File: src/rtl/div_pkg.sv
// Shared types and constants for the sequential signed divider.
package div_pkg;

    typedef enum logic [1:0] {
        IDLE = 2'd0,
        ITER = 2'd1,
        FIX  = 2'd2,
        DONE = 2'd3
    } div_state_t;

    localparam int          DIV_WIDTH     = 32;
    // Edges from the accepting start edge to the edge that raises done.
    localparam int          DIV_LATENCY   = 33;
    localparam logic [31:0] DIV_ZERO_QUOT = 32'hFFFF_FFFF;

endpackage

File: src/rtl/div_step.sv
// One combinational restoring-division step on unsigned magnitudes.
// Latency: 0 (pure comb); backpressure: none.
module div_step
    import div_pkg::*;
#(
    parameter int WIDTH = DIV_WIDTH
) (
    input  logic [WIDTH-1:0] i_rem,
    input  logic [WIDTH-1:0] i_quo,
    input  logic [WIDTH-1:0] i_dvs,
    output logic [WIDTH-1:0] o_rem,
    output logic [WIDTH-1:0] o_quo
);

    logic [WIDTH:0]   w_shift;
    logic             w_ge;
    logic [WIDTH-1:0] w_diff;

    // The shifted remainder needs WIDTH+1 bits when the divisor magnitude is 2^(WIDTH-1).
    assign w_shift = {i_rem, i_quo[WIDTH-1]};
    assign w_ge    = (w_shift >= {1'b0, i_dvs});
    assign w_diff  = w_shift[WIDTH-1:0] - i_dvs;
    assign o_rem   = w_ge ? w_diff : w_shift[WIDTH-1:0];
    assign o_quo   = {i_quo[WIDTH-2:0], w_ge};

endmodule

File: src/rtl/seq_divider.sv
// Signed restoring divider with start/busy/done handshake; fixed 33-edge latency start->done.
// Backpressure: none; start is sampled only in IDLE and ignored while busy or in DONE.
module seq_divider
    import div_pkg::*;
#(
    parameter int WIDTH = DIV_WIDTH,
    parameter int CNT_W = 6
) (
    input  logic             i_clk,
    input  logic             i_rst_n,
    input  logic             i_start,
    input  logic [WIDTH-1:0] i_dividend,
    input  logic [WIDTH-1:0] i_divisor,
    output logic             o_busy,
    output logic             o_done,
    output logic [WIDTH-1:0] o_quotient,
    output logic [WIDTH-1:0] o_remainder,
    output logic             o_div_by_zero
);

    div_state_t       r_state;
    div_state_t       w_next;
    logic [WIDTH-1:0] r_rem;
    logic [WIDTH-1:0] r_quo;
    logic [WIDTH-1:0] r_dvs;
    logic [WIDTH-1:0] r_quotient;
    logic [WIDTH-1:0] r_remainder;
    logic [CNT_W-1:0] r_cnt;
    logic             r_sign_q;
    logic             r_sign_r;
    logic             r_dz;
    logic             r_div_by_zero;
    logic [WIDTH-1:0] w_rem_nxt;
    logic [WIDTH-1:0] w_quo_nxt;
    logic [WIDTH-1:0] w_dd_mag;
    logic [WIDTH-1:0] w_dv_mag;
    logic             w_last;

    // Negating the most negative value yields 2^(WIDTH-1), which is the correct unsigned magnitude.
    assign w_dd_mag = i_dividend[WIDTH-1] ? -i_dividend : i_dividend;
    assign w_dv_mag = i_divisor[WIDTH-1]  ? -i_divisor  : i_divisor;
    assign w_last   = (r_cnt == CNT_W'(WIDTH - 1));

    div_step #(.WIDTH(WIDTH)) u_step (
        .i_rem (r_rem),
        .i_quo (r_quo),
        .i_dvs (r_dvs),
        .o_rem (w_rem_nxt),
        .o_quo (w_quo_nxt)
    );

    always_ff @(posedge i_clk or negedge i_rst_n) begin
        if (!i_rst_n) begin
            r_state <= IDLE;
        end else begin
            r_state <= w_next;
        end
    end

    always_comb begin
        w_next = r_state;
        case (r_state)
            IDLE:    if (i_start) w_next = ITER;
            ITER:    if (w_last)  w_next = FIX;
            FIX:     w_next = DONE;
            DONE:    w_next = IDLE;
            default: w_next = IDLE;
        endcase
    end

    always_comb begin
        o_busy = (r_state == ITER) || (r_state == FIX);
        o_done = (r_state == DONE);
    end

    always_ff @(posedge i_clk or negedge i_rst_n) begin
        if (!i_rst_n) begin
            r_rem         <= '0;
            r_quo         <= '0;
            r_dvs         <= '0;
            r_cnt         <= '0;
            r_sign_q      <= 1'b0;
            r_sign_r      <= 1'b0;
            r_dz          <= 1'b0;
            r_quotient    <= '0;
            r_remainder   <= '0;
            r_div_by_zero <= 1'b0;
        end else begin
            case (r_state)
                IDLE: begin
                    if (i_start) begin
                        r_rem    <= '0;
                        r_quo    <= w_dd_mag;
                        r_dvs    <= w_dv_mag;
                        r_cnt    <= '0;
                        r_sign_q <= i_dividend[WIDTH-1] ^ i_divisor[WIDTH-1];
                        r_sign_r <= i_dividend[WIDTH-1];
                        r_dz     <= (i_divisor == '0);
                    end
                end
                ITER: begin
                    r_rem <= w_rem_nxt;
                    r_quo <= w_quo_nxt;
                    r_cnt <= r_cnt + CNT_W'(1);
                end
                FIX: begin
                    // A zero divisor reports all-ones regardless of dividend sign.
                    r_quotient    <= r_dz ? '1 : (r_sign_q ? -r_quo : r_quo);
                    r_remainder   <= r_sign_r ? -r_rem : r_rem;
                    r_div_by_zero <= r_dz;
                end
                default: ;
            endcase
        end
    end

    assign o_quotient    = r_quotient;
    assign o_remainder   = r_remainder;
    assign o_div_by_zero = r_div_by_zero;

endmodule

File: config.mk
export PLATFORM = sky130hd
export DESIGN_NAME = seq_divider
export DESIGN_NICKNAME = d
export VERILOG_FILES = /design/src/rtl/div_pkg.sv /design/src/rtl/div_step.sv /design/src/rtl/seq_divider.sv
export SDC_FILE = /design/constraint.sdc
export NUM_CORES = 1
export LEC_CHECK = 0
export CAP_MARGIN = 0
export CORE_ASPECT_RATIO = 1.25
export CORE_MARGIN = 4
export CORE_UTILIZATION = 55
export DETAILED_ROUTE_END_ITERATION = 8
export PLACE_DENSITY_LB_ADDON = 0.08
export SKIP_CTS_REPAIR_TIMING = 1
export SLEW_MARGIN = 20
export SYNTH_ARGS = -nofsm -noshare
export SYNTH_HDL_FRONTEND = slang
export SYNTH_SLANG_ARGS = --single-unit
File: constraint.sdc
create_clock -name i_clk -period 4.1 [get_ports i_clk]
set_input_delay 0.41 -clock i_clk [delete_from_list [all_inputs] [get_ports i_clk]]
set_output_delay 0.41 -clock i_clk [all_outputs]
set_load 0.02 [all_outputs]
==> flow_metrics.tcl, run 1 <==
set metrics [dict create \
    synth_top_family_by_area "compound AO/OA/AOI/OAI gates" \
    sequential_to_total_area_share_from_yosys_stat_pct 38.41 \
    cts_root_buffer "sky130_fd_sc_hd__clkbuf_16" \
    grt_start_max_net_pins 72 \
    final_cell_area_mm2 0.01328 \
    clock_slew_at_the_register_clock_pins_of_the_worst_setup_and_hold_paths_ns 0.07 \
    power_per_cell_area_mw_per_mm2 902.6 \
    syn2layout_area_growth_pct 18.51 \
    rows 58 \
    io-pin-count 134 \
    die_area_mm2 0.02274 \
    drive_gt1_share_pct 5.066 \
    postSynthCellCount 1338 \
    finalSetupTns_ns 0 \
    timing.fmax_mhz 284.0 \
    cts_tree "built" \
    rsz0062_at_grt "false" \
    synth_async_sr_flop_share_pct 100.0 \
    min_period_over_period_pct 85.88 \
    layout_common_cells "172 x sky130_fd_sc_hd__dfrtp_1, 157 x sky130_fd_sc_hd__nand2_1, 151 x sky130_fd_sc_hd__o21ai_0, 143 x sky130_fd_sc_hd__a21oi_1, 142 x sky130_fd_sc_hd__nor2_1" \
    numClockSinks 172 \
    worstMarginPinSlew_ns 1.081 \
    setup.worst_path.class "reg -> reg" \
    min-delay-path-class "in -> async" \
    avgViaCountPerCell 5.660 \
    cellInternalPower_w 0.006369 \
    grt_usage_pct 24.50 \
    fin_ws_ns 0.5790 \
    skew_ns 0.01412 \
    port_buffers 133 \
    core_area_mm2 0.02010 \
    total_switching_power_w 0.005619 \
    avgSynthCellArea_um2 8.376 \
    critical_path.max_fanout 23 \
    drc 0 \
    synth-warning-count 0 \
    inserted_clock_buffers 17 \
    crit_path_end_kind "flip-flop" \
    dieWidth_um 135.7 \
    outcome "finished, violations left" \
    finalMaxSlewViolations 0 \
    synth-edff-count 0 \
    place_area_mm2 0.01272 \
    max_slew_margin_pct 27.93 \
    synthDistinctLibCells 62 \
    die_height_um 167.6 \
    route.final.wire_length_um 27620 \
    max-clock-path-buffers 2 \
    power_frac_clock_pct 13.1 \
    final_net_count 1537 \
    first_global_vias 9295 \
    timing_hold_violations_final 7 \
    swShare_pct 46.87 \
    drtAntennaViolNets 0 \
    clock_tree.htree_level_count 4 \
    crit_path_start_kind "flip-flop" \
    grt_pass1_wl_um 45700 \
    period_minus_slack_ns 3.521 \
    synth_seq_cells 172 \
    final_common_cell "sky130_fd_sc_hd__dfrtp_1" \
    grt.overflow.total 0 \
    drt_first_iter_violations 693 \
    post-layout-total-power_w 0.01199 \
    cap_violations 0 \
    synth-xor-area-share_pct 11.64 \
    post_drt_wl_per_cell_um 16.14 \
    crit_path_arrival_time_ns 3.79 \
    max-vdd-ir-drop_mv 0.4444 \
    final_core_util_pct 66.07 \
    gp_routability_congestion 0.8672 \
    synth-compound-area-share_pct 21.51 \
    total_leakage_power_nw 5.753 \
    clock_latency_ns 0.43 \
    num_vias 9685 \
    power.combinational.fraction_pct 58.8 \
    power.share.sequential_pct 28.1 \
    timing.critical_path.required_ns 4.37 \
    drt_pass1_iterations 5 \
    yosys_most_used_dff "sky130_fd_sc_hd__dfrtp_1" \
    synthSimpleGateAreaFrac_pct 17.43 \
    antenna-diode-count 0 \
    initial_standard_cell_utilization_of_the_core_pct 55.75 \
    post_synth_net_total 1447 \
    hold-worst-slack_ns -0.02232 \
    setup_viol_count_final 0 \
    post_synth_fa_ha_maj_area_fraction_pct 4.756 \
    synthMuxAreaShare_pct 1.909 \
    antenna_found_initial 0 \
    dpl_worst_slack_ns 0.6783 \
    post-dp-hpwl_um 20530 \
    syn-cell-area_mm2 0.01121 \
    failing_checks "hold timing" \
]
-- critical path, stage by stage, from the launching register on --
cell,delay (ns)
sky130_fd_sc_hd__dfrtp_1,0.47
sky130_fd_sc_hd__ha_1,0.40
sky130_fd_sc_hd__nand3_1,0.13
sky130_fd_sc_hd__o211ai_1,0.36
sky130_fd_sc_hd__o221ai_1,0.29
sky130_fd_sc_hd__o2111ai_1,0.34
sky130_fd_sc_hd__and2_1,0.25
sky130_fd_sc_hd__a31o_2,0.53
sky130_fd_sc_hd__buf_12,0.24
sky130_fd_sc_hd__mux2i_1,0.21
sky130_fd_sc_hd__o21ai_0,0.11
-- final timing paths --
kind | slack, ns | startpoint | depth (start not counted) | end
min in group i_clk | 0.47 | r_dvs[3]$_DFFE_PN0P_ | 2 | r_dvs[3]$_DFFE_PN0P_
max | 0.58 | r_rem[2]$_DFFE_PN0P_ | 10 | r_rem[3]$_DFFE_PN0P_
min reg2reg | 0.47 | r_dvs[3]$_DFFE_PN0P_ | 2 | r_dvs[3]$_DFFE_PN0P_
min | -0.02 | i_rst_n | 1 | o_quotient[27]$_DFFE_PN0P_
max in group asynchronous | 3.19 | i_rst_n | 2 | r_quo[3]$_DFFE_PN0P_
max reg2reg | 0.58 | r_rem[2]$_DFFE_PN0P_ | 10 | r_rem[3]$_DFFE_PN0P_
-- state kept, by name, summed over array words and instances, names as in the netlist --
signal         cells
r_state            2
r_sign_r           1
r_sign_q           1
o_div_by_zero      1
r_cnt              6
r_rem             32
r_dz               1
r_dvs             32
o_quotient        32
o_remainder       32
r_quo             32
-- Yosys cell counts, types with 9 or more instances --
cell,number,area [um^2]
sky130_fd_sc_hd__dfrtp_1,172,4304
sky130_fd_sc_hd__nand2_1,158,593.1
sky130_fd_sc_hd__o21ai_0,151,755.7
sky130_fd_sc_hd__a21oi_1,143,715.7
sky130_fd_sc_hd__nor2_1,142,533.0
sky130_fd_sc_hd__xor2_1,119,1042
sky130_fd_sc_hd__clkbuf_1,64,240.2
sky130_fd_sc_hd__inv_1,54,202.7
sky130_fd_sc_hd__ha_1,41,513.0
sky130_fd_sc_hd__xnor2_1,30,262.8
sky130_fd_sc_hd__o31ai_1,28,210.2
sky130_fd_sc_hd__o41ai_1,21,183.9
sky130_fd_sc_hd__mux2i_1,18,180.2
sky130_fd_sc_hd__or4_1,17,127.6
sky130_fd_sc_hd__a21o_1,15,112.6
sky130_fd_sc_hd__nor4_1,13,81.33
sky130_fd_sc_hd__nand3_1,11,55.05
sky130_fd_sc_hd__nand4_1,11,68.82
sky130_fd_sc_hd__nor3_1,9,45.04
-- power by group through the flow --
stage | logic, W | clock network [W] | registers [W]
2_1_floorplan | 0.00479 | 0 | 0.00350
5_1_grt | 0.00786 | 0.00167 | 0.00351
3_5_place_dp | 0.00702 | 0 | 0.00339
4_1_cts | 0.00706 | 0.00159 | 0.00337
3_3_place_gp | 0.00691 | 0 | 0.00335
6_report | 0.00705 | 0.00157 | 0.00337
-- metrics by stage --
| step | hold WS [ns] | instances |
|---|---|---|
| after floorplan | 0.1144 | 1338 |
| after global placement | 0.4619 | 1679 |
| after detailed placement | 0.4691 | 1679 |
| after CTS | 0.009486 | 1711 |
| after global routing | 0.01973 | 1711 |
| final | -0.02232 | 1711 |
-- area by class of cell --
| type | count | area, um^2 |
|---|---|---|
| clock buffer | 20 | 456.7 |
| clock inverter | 12 | 112.6 |
| fill | 1756 | 6820 |
| inverter | 54 | 202.7 |
| multi-input combinational | 1039 | 6432 |
| sequential | 172 | 4304 |
| tap | 270 | 337.8 |
| timing repair buffer | 144 | 1435 |
-- layer usage --
metal	wire [um]	up-vias	part of all wire [%]	global-route usage [%]
met5	0	-	0	0
li1	-	4880	-	-
met3	1124	33	4.1	3.395
met4	583	0	2.1	7.453
met1	12220	4541	44	31.91
met2	13690	231	50	42.29
-- cell families after synthesis --
family | after synthesis
xor gates and xnor gates | 149
buffers and inverters | 127
muxes | 21
AOI/OAI and AO/OA | 409
adders and majority gates | 42
and+or+nand+nor | 418
DFF | 172
(Power assumes the default switching activity.)
==> run 2, diff against run 1 <==
--- a/config.mk
+++ b/config.mk
@@ -8,7 +8,8 @@
 export CAP_MARGIN = 0
 export CORE_ASPECT_RATIO = 1.25
 export CORE_MARGIN = 4
-export CORE_UTILIZATION = 55
+export CORE_UTILIZATION = 57
+export CTS_CLUSTER_SIZE = 20
 export DETAILED_ROUTE_END_ITERATION = 8
 export PLACE_DENSITY_LB_ADDON = 0.08
 export SKIP_CTS_REPAIR_TIMING = 1
==> flow_metrics.tcl, run 2 (synthesis results as in run 1) <==
set metrics [dict create \
    outcome "completed" \
    clock_latency_ns 0.44 \
    crit_path_start_kind "flip-flop" \
    timing_hold_violations_final 0 \
    timing.fmax_mhz 273.3 \
    setup_viol_count_final 0 \
    critical_path.max_stage_delay_ns 0.60 \
    max-vdd-ir-drop_mv 0.4168 \
    clock_slew_at_the_register_clock_pins_of_the_worst_setup_and_hold_paths_ns 0.07 \
    route.final.wire_length_um 27140 \
    finalSetupTns_ns 0 \
    fillerInstances 1684 \
    drtAntennaViolNets 0 \
    period_minus_slack_ns 3.659 \
    io-pin-count 134 \
    timing.critical_path.required_ns 4.40 \
    antenna-diode-count 0 \
    avgViaCountPerCell 5.728 \
    grt_pass1_wl_um 45200 \
    max-clock-path-buffers 2 \
    min_period_over_period_pct 89.23 \
    post-dp-hpwl_um 19940 \
    die_height_um 164.8 \
    cts_tree "built" \
    final_net_count 1540 \
    power_per_cell_area_mw_per_mm2 901.0 \
    timing.critical_path.from "r_rem[2]$_DFFE_PN0P_" \
    initial_standard_cell_utilization_of_the_core_pct 57.77 \
    grt_util_met2_pct 43.60 \
    grt_most_used_layer "met2" \
    rows 57 \
    grt_start_max_net_pins 94 \
    syn2layout_area_growth_pct 18.34 \
    layout_common_cells "171 x sky130_fd_sc_hd__dfrtp_1, 157 x sky130_fd_sc_hd__nand2_1, 151 x sky130_fd_sc_hd__o21ai_0, 143 x sky130_fd_sc_hd__a21oi_1, 142 x sky130_fd_sc_hd__nor2_1" \
    die_area_mm2 0.02198 \
    final_cell_area_mm2 0.01326 \
    min-delay-path-class "in -> async" \
    grtUsageMet1_pct 32.55 \
    crit-reg2reg-launch "r_rem[2]$_DFFE_PN0P_" \
    cts_root_buffer "sky130_fd_sc_hd__clkbuf_16" \
    num_vias 9784 \
    rsz0062_at_grt "false" \
    crit_path_arrival_time_ns 3.96 \
    drive_gt1_share_pct 5.198 \
    clock_tree.htree_level_count 4 \
    cap_violations 0 \
    port_buffers 133 \
    gr-usage-met3_pct 3.748 \
    place_area_mm2 0.01271 \
    cpMaxStageDelayCell "sky130_fd_sc_hd__a31o_2" \
    worst-path-buf-inv 1 \
    post_drt_wl_per_cell_um 15.89 \
    antenna_found_initial 0 \
    gp_routability_congestion 0.9168 \
    dieWidth_um 133.4 \
    critical_path.max_fanout 26 \
    inserted_clock_buffers 17 \
    finalMaxSlewViolations 0 \
    skew_ns 0.01417 \
    setup.worst_path.class "reg -> reg" \
    drc 0 \
    numClockSinks 172 \
    max_slew_margin_pct 32.63 \
    core_area_mm2 0.01940 \
    final_common_cell "sky130_fd_sc_hd__dfrtp_1" \
    crit_chain "ha_1, nand3_1, o211ai_1, o221ai_1, o2111ai_1, and2_1, a31o_2, buf_4, mux2i_1, o21ai_0" \
    crit_path_end_kind "flip-flop" \
    grt.overflow.total 0 \
    total_leakage_power_nw 5.737 \
    drt_first_iter_violations 742 \
    cp_top_family "compound AO/OA/AOI/OAI gates" \
    worstMarginPinSlew_ns 1.011 \
    grt_usage_pct 25.18 \
    drt_pass1_iterations 6 \
    first_global_vias 9288 \
]
[run 2: where the power goes]
part	switching, W	internal, W
combinational	0.00405	0.00297
clock	0.000702	0.000857
sequential	0.000856	0.00251
total	0.00561	0.00634
[run 2: area by class of cell]
cell class                 instances  area [um^2]  share of cell area, %
tap                              265        331.6                  2.500
inverter                          54        202.7                  1.528
multi-input combinational       1039         6432                  48.50
sequential                       172         4305                  32.46
clock buffer                      20        446.7                  3.368
clock inverter                    11        111.4                 0.8396
timing repair buffer             147         1433                  10.80
[run 2: worst register-to-register path, cell delays in order, from the launching register on]
cell                        delay [ns]
sky130_fd_sc_hd__dfrtp_1          0.48
sky130_fd_sc_hd__ha_1             0.42
sky130_fd_sc_hd__nand3_1          0.19
sky130_fd_sc_hd__o211ai_1         0.37
sky130_fd_sc_hd__o221ai_1         0.29
sky130_fd_sc_hd__o2111ai_1        0.28
sky130_fd_sc_hd__and2_1           0.24
sky130_fd_sc_hd__a31o_2           0.60
sky130_fd_sc_hd__buf_4            0.33
sky130_fd_sc_hd__mux2i_1          0.22
sky130_fd_sc_hd__o21ai_0          0.09
[run 2: worst paths after layout]
path	to	slack (ns)	cells after the start
max in group asynchronous	r_rem[22]$_DFFE_PN0P_	3.01	2
hold / removal	o_remainder[0]$_DFFE_PN0P_	0.04	1
hold reg to reg	r_dvs[10]$_DFFE_PN0P_	0.48	2
min in group i_clk	r_dvs[10]$_DFFE_PN0P_	0.48	2
setup reg to reg	r_rem[3]$_DFFE_PN0P_	0.44	10
setup / recovery	r_rem[3]$_DFFE_PN0P_	0.44	10
[run 2: per-layer routing]
layer / routed length, um / vias up
li1: - / 4896
met1: 11840 / 4545
met2: 13420 / 302
met3: 1285 / 41
met4: 589 / 0
met5: 0 / -
[run 2: through the flow]
stage,instances,worst slack [ns],util (%),hold slack (ns),power [W]
finish,1708,0.4414,68.37,0.04345,0.01195
global route,1708,0.2090,68.37,0.1060,0.01299
CTS,1708,0.4672,68.39,0.08254,0.01196
detailed placement,1677,0.4980,65.51,0.4701,0.01037
global placement,1677,0.6206,65.51,0.4603,0.01023
floorplan,1338,1.154,-,0.1144,0.008286
==> run 3, diff against run 2 <==
--- a/config.mk
+++ b/config.mk
@@ -5,6 +5,7 @@
 export SDC_FILE = /design/constraint.sdc
 export NUM_CORES = 1
 export LEC_CHECK = 0
+export ABC_CLOCK_PERIOD_IN_PS = 4100
 export CAP_MARGIN = 0
 export CORE_ASPECT_RATIO = 1.25
 export CORE_MARGIN = 4
==> results of run 3 <==
The final DEF is identical to that of run 2; final timing and power are the same.
